==> src/rtl/s2p_frame_controller.sv <==
// s2p_frame_controller
//   Sequences a serial-to-parallel shift register from the system clock
//   domain. It synchronises the serial pins, detects serial_clock rising
//   edges and strobes the datapath to shift or clear. It counts bits into
//   frames, presents completed frames with a valid/ack handshake, aborts
//   stalled frames on timeout and flags overruns.
//
// Ports
//   clk          in   system clock, rising edge
//   rst_n        in   asynchronous active-low reset
//   serial_clock in   async serial bit clock; data sampled on its rise
//   serial_data  in   async serial data
//   sr_shift     out  one-cycle strobe: datapath shifts in sr_bit
//   sr_bit       out  bit to shift, valid while sr_shift=1
//   sr_clear     out  one-cycle strobe: datapath clears to zero
//   frame_valid  out  completed frame held in datapath (level)
//   frame_ack    in   consumer accepts frame / clears sticky errors
//   bit_count    out  bits shifted into the current frame
//   timeout_err  out  sticky: a frame was aborted by timeout
//   overrun_err  out  sticky: an edge arrived while a frame was held
module s2p_frame_controller #(
    parameter int unsigned FRAME_BITS = 15,
    parameter logic [23:0] MAX_COUNT  = 24'd10_000_000
) (
    input  logic       clk,
    input  logic       rst_n,
    input  logic       serial_clock,
    input  logic       serial_data,
    output logic       sr_shift,
    output logic       sr_bit,
    output logic       sr_clear,
    output logic       frame_valid,
    input  logic       frame_ack,
    output logic [3:0] bit_count,
    output logic       timeout_err,
    output logic       overrun_err
);

    typedef enum logic [1:0] {
        IDLE,
        SHIFT,
        FULL
    } state_t;

    localparam logic [3:0]  FRAME_LAST  = 4'(FRAME_BITS);
    localparam logic [23:0] TIMER_LIMIT = MAX_COUNT - 24'd1;

    state_t      state_q;
    logic        sclk_s1_q, sclk_s2_q, sclk_prev_q;
    logic        sdat_s1_q, sdat_s2_q;
    logic [23:0] timer_q;
    logic        sr_shift_q, sr_bit_q, sr_clear_q, frame_valid_q;
    logic        timeout_err_q, overrun_err_q;
    logic [3:0]  bit_count_q;
    logic [3:0]  bit_count_d;
    logic        edge_det;

    assign edge_det    = sclk_s2_q & ~sclk_prev_q;
    assign bit_count_d = bit_count_q + 4'd1;

    // Clock-pin flops reset high so a line already high at release is not
    // mistaken for a rising edge.
    always_ff @(posedge clk or negedge rst_n) begin
        if (!rst_n) begin
            sclk_s1_q   <= 1'b1;
            sclk_s2_q   <= 1'b1;
            sclk_prev_q <= 1'b1;
            sdat_s1_q   <= 1'b0;
            sdat_s2_q   <= 1'b0;
        end else begin
            sclk_s1_q   <= serial_clock;
            sclk_s2_q   <= sclk_s1_q;
            sclk_prev_q <= sclk_s2_q;
            sdat_s1_q   <= serial_data;
            sdat_s2_q   <= sdat_s1_q;
        end
    end

    always_ff @(posedge clk or negedge rst_n) begin
        if (!rst_n) begin
            state_q       <= IDLE;
            timer_q       <= '0;
            sr_shift_q    <= 1'b0;
            sr_bit_q      <= 1'b0;
            sr_clear_q    <= 1'b0;
            frame_valid_q <= 1'b0;
            bit_count_q   <= '0;
            timeout_err_q <= 1'b0;
            overrun_err_q <= 1'b0;
        end else begin
            sr_shift_q <= 1'b0;
            sr_clear_q <= 1'b0;
            // Ack-clear comes first so a same-cycle set below overrides it.
            if (frame_ack) begin
                timeout_err_q <= 1'b0;
                overrun_err_q <= 1'b0;
            end
            case (state_q)
                IDLE, SHIFT: begin
                    if (edge_det) begin
                        // An edge beats a coincident timeout.
                        sr_shift_q  <= 1'b1;
                        sr_bit_q    <= sdat_s2_q;
                        bit_count_q <= bit_count_d;
                        timer_q     <= '0;
                        state_q     <= (bit_count_d == FRAME_LAST) ? FULL : SHIFT;
                    end else if (state_q == SHIFT && MAX_COUNT != 24'd0 &&
                                 timer_q == TIMER_LIMIT) begin
                        sr_clear_q    <= 1'b1;
                        bit_count_q   <= '0;
                        timeout_err_q <= 1'b1;
                        timer_q       <= '0;
                        state_q       <= IDLE;
                    end else if (state_q == SHIFT) begin
                        if (timer_q != '1) begin
                            timer_q <= timer_q + 24'd1;
                        end
                    end else begin
                        timer_q <= '0;
                    end
                end
                FULL: begin
                    // frame_valid trails the final sr_shift by one cycle.
                    frame_valid_q <= 1'b1;
                    if (edge_det) begin
                        overrun_err_q <= 1'b1;
                    end
                    if (frame_ack) begin
                        frame_valid_q <= 1'b0;
                        sr_clear_q    <= 1'b1;
                        bit_count_q   <= '0;
                        state_q       <= IDLE;
                    end
                end
                default: state_q <= IDLE;
            endcase
        end
    end

    assign sr_shift    = sr_shift_q;
    assign sr_bit      = sr_bit_q;
    assign sr_clear    = sr_clear_q;
    assign frame_valid = frame_valid_q;
    assign bit_count   = bit_count_q;
    assign timeout_err = timeout_err_q;
    assign overrun_err = overrun_err_q;

endmodule

==> config.mk <==
export PLATFORM = sky130hd
export DESIGN_NAME = s2p_frame_controller
export DESIGN_NICKNAME = d
export VERILOG_FILES = /design/src/rtl/s2p_frame_controller.sv
export SDC_FILE = /design/constraint.sdc
export NUM_CORES = 1
export LEC_CHECK = 0
export ABC_CLOCK_PERIOD_IN_PS = 6000
export CAP_MARGIN = 0
export CORE_ASPECT_RATIO = 1.5
export CORE_UTILIZATION = 60
export CTS_CLUSTER_DIAMETER = 50
export DETAILED_ROUTE_END_ITERATION = 10
export GPL_TIMING_DRIVEN = 0
export PLACE_DENSITY = 0.78
export RECOVER_POWER = 25
export SETUP_SLACK_MARGIN = 0.3
export SYNTH_ARGS = -nofsm -noshare
export SYNTH_HDL_FRONTEND = slang
export SYNTH_SLANG_ARGS = --single-unit
==> constraint.sdc <==
create_clock -name clk -period 6 [get_ports clk]
set_input_delay 0.9 -clock clk [delete_from_list [all_inputs] [get_ports clk]]
set_output_delay 0.9 -clock clk [all_outputs]
set_load 0.1 [all_outputs]
==> metrics <==
Worst Path Arrival=approximately 2000 ps; Reg-to-Reg End=timer_q[15]; number of antenna violations at the first check in global routing=0; Cell Count, Final, Fillers Out=slightly above 300; global-route wire length before repair=9590 um; via count of the first global-routing pass=1,995; number of setup violations in the final report=0; combined global-route utilization of all metal layers=0.320; leakage=1.02 nW; global placement routability congestion=between 0.9 and 1; clock tree from TritonCTS=built; number of register bits inferred by synthesis=between 40 and 50; combined area of all synthesized cells=between 2000 and 2500 um2; CP max FO=6; worst slack, placed=3480 ps; leading cell types by total area after synthesis=sky130_fd_sc_hd__dfrtp_1 41%, sky130_fd_sc_hd__nand3_1 5.6%, sky130_fd_sc_hd__a31oi_1 4.6%; number of nets in the final layout=roughly 270; via-per-instance ratio=between 6 and 7; post-layout power=~830 uW; post-CTS setup buffers=0; CP Capture Type=primary output; top library cells by usage in the layout, fill and taps aside=38 x sky130_fd_sc_hd__dfrtp_1, 26 x sky130_fd_sc_hd__nand3_1, 17 x sky130_fd_sc_hd__a31oi_1, 14 x sky130_fd_sc_hd__inv_1, 12 x sky130_fd_sc_hd__nand2_1; fraction of registers with async set/reset=1.00; proportion of layout cells with a drive suffix above 1=0.0992; final non-filler cell area=around 2600 um2; number of gates given a new drive strength after cts=0; hold crit path type=flip-flop to flip-flop; initial cell density of the core=0.628; final slew viol count=42; TritonRoute pass-1 iters=4; area of the core=approximately 3700 um2; Cell Area, Placed=approximately 2500 um2; GR Util met3=0.0581; hold_buf cts=0; capturing instance or port of the critical path=bit_count[3]; residual antenna-violating net count after detailed routing=0; number of logic stages on the critical path including buffering=1; number of synthesized flops with an enable pin=0; most crowded layer after global routing=met2; final cycle utilization of the critical path=0.475; core occupancy in the finished layout=0.702; minimum period implied by the final worst setup slack=roughly 2900 ps; critical path launch point=bit_count[3]; largest net degree at the start of global routing=42; headroom to the max-slew limit=-0.442; global-route met2 utilization=0.529; grt total ovfl=0; WL final=roughly 5800 um; clock root cell=sky130_fd_sc_hd__clkbuf_8; H-tree levels=2; number of maximum-capacitance constraint violations=1; number of DRC markers after the initial detailed-route iteration=between 100 and 150; worst slew pin tran=2160 ps; net count after synthesis=approximately 250; number of distinct library cells after synthesis=52; Yosys warnings=0; top-area cell type share of the netlist area=0.411; antenna diode count=0; Crit path buffers/inverters=1; synthesized area divided by synthesized cell count=just under 10 um2; number of instances in the synthesized netlist=240; slowest cell on the critical path=sky130_fd_sc_hd__clkdlybuf4s50_1; CP Launch Type=flip-flop; met1 capacity usage during global routing=0.379; site row count=27; crit path kind=flip-flop to primary output; placed wire-length estimate after detailed placement=about 4200 um; total vias in the final route=just over 2,000; violated checks=max-capacitance violations, max-slew violations; vertical die dimension=just under 80 um; biggest cell delay along the critical path=about 1200 ps; width of the die=between 50 and 60 um; cell type with the largest total area after synthesis=sky130_fd_sc_hd__dfrtp_1; routed wire length per instance=between 15 and 20 um; clock transition at the register clock pins on the worst setup and hold paths after CTS=about 80 ps; data required time at the worst endpoint=5100 ps; most frequent standard cell in the layout excluding fill and tap cells=sky130_fd_sc_hd__dfrtp_1; Clk Latency, worst-skew pair=approximately 300 ps; sequential element share of the synthesized area=0.446; area grow syn2layout=11.9%; cell chain of the critical path=clkdlybuf4s50_1; buffer levels on the longest clock path=2; final routed DRC violation total=0; R2R setup slack=~3500 ps; IO buf count=14; final-report hold violation count=0; outcome=complete, but fails checks; number of sinks on the clock net=between 40 and 50; prevailing post-synth register cell=sky130_fd_sc_hd__dfrtp_1; Boundary Pins=15; unrepaired setup endpoints after global routing=no; final hold slack=358 ps; Total Neg Setup Slack=0 ps; largest vdd supply drop=roughly 330 uV; Power Dens Cells=322 nW/um2; critical path's top delay family=buffers and inverters; Die ar.=between 4000 and 5000 um2; cell count of the worst reg-to-reg path=8; Reg2Reg Launch Point=timer_q[0]; DP Cell Count=slightly below 300; total clock buffers created by CTS=5; largest clock skew in the final design=around 5.5 ps; setup slack of the critical path after layout=about 3100 ps; maximum achievable frequency=approximately 0.35 GHz
==> kinds of logic after synthesis <==
family,Yosys count,synth area share
mux,5,0.0227
simple gates,95,0.243
buf+inv,31,0.0633
fa+ha+maj,3,0.0162
flops,41,0.446
xor+xnor,5,0.0190
compound gates,60,0.190
==> where the power goes <==
| part | internal, mW | switching, mW |
|---|---|---|
| logic | 0.0950 | 0.218 |
| registers | 0.307 | 0.0332 |
| clock network | 0.0803 | 0.100 |
==> state kept, by name, summed over array words and instances (netlist names) <==
name and count:
sclk_s2_q 1, state_q 2, sclk_s1_q 1, sr_clear 1, sclk_prev_q 1, timer_q 24
overrun_err 1, sr_bit 1, sdat_s2_q 1, bit_count 4, sr_shift 1, timeout_err 1
frame_valid 1, sdat_s1_q 1
==> cells in the mapped netlist, types with 2 or more instances <==
master and n:
sky130_fd_sc_hd__and3_1 3, sky130_fd_sc_hd__o211ai_1 2, sky130_fd_sc_hd__and4_1 7, sky130_fd_sc_hd__nand2_1 12, sky130_fd_sc_hd__a22o_1 2, sky130_fd_sc_hd__a31oi_1 17
sky130_fd_sc_hd__clkbuf_1 6, sky130_fd_sc_hd__a311oi_1 2, sky130_fd_sc_hd__ha_1 3, sky130_fd_sc_hd__a2111oi_0 2, sky130_fd_sc_hd__nand4_1 8, sky130_fd_sc_hd__buf_1 2
sky130_fd_sc_hd__mux2i_1 3, sky130_fd_sc_hd__o31ai_1 2, sky130_fd_sc_hd__buf_6 3, sky130_fd_sc_hd__o221ai_1 5, sky130_fd_sc_hd__nand4b_1 2, sky130_fd_sc_hd__dfstp_2 3
sky130_fd_sc_hd__a41oi_1 2, sky130_fd_sc_hd__nand3b_1 6, sky130_fd_sc_hd__inv_1 14, sky130_fd_sc_hd__o22ai_1 7, sky130_fd_sc_hd__nand2b_1 4, sky130_fd_sc_hd__xor2_1 2
sky130_fd_sc_hd__o21ai_1 3, sky130_fd_sc_hd__or4b_1 2, sky130_fd_sc_hd__nor3_1 4, sky130_fd_sc_hd__dfrtp_1 38, sky130_fd_sc_hd__a21oi_1 4, sky130_fd_sc_hd__o21ai_0 5
sky130_fd_sc_hd__nor4_1 4, sky130_fd_sc_hd__xnor2_1 3, sky130_fd_sc_hd__mux2_2 2, sky130_fd_sc_hd__nand3_1 26, sky130_fd_sc_hd__buf_2 6, sky130_fd_sc_hd__nor2_1 8
==> per-layer routing <==
metal	vias to the layer above	part of all wire
met5	-	0
met3	17	0.059
met1	992	0.40
met2	98	0.52
li1	962	-
met4	0	0.027
==> how the worst min path moves through the flow <==
stage / startpoint / cells after the start / to
finish: sdat_s1_q / 0 / sdat_s2_q
global route: sdat_s1_q / 0 / sdat_s2_q
CTS: sclk_s1_q / 0 / sclk_s2_q
detailed placement: sdat_s1_q / 0 / sdat_s2_q
global placement: sdat_s1_q / 0 / sdat_s2_q
floorplan: sdat_s1_q / 0 / sdat_s2_q
==> area by class of cell <==
cell class,instances,area [um2]
multi-input cells,168,1130
fillers,307,1100
flip-flops and latches,41,1030
repair buffers,14,134
plain buffers,17,93.8
clock buffers,5,68.8
well taps,43,53.8
inverters,14,52.6
clock inverters,3,17.5
No activity file was read; power rests on OpenSTA's default activity.
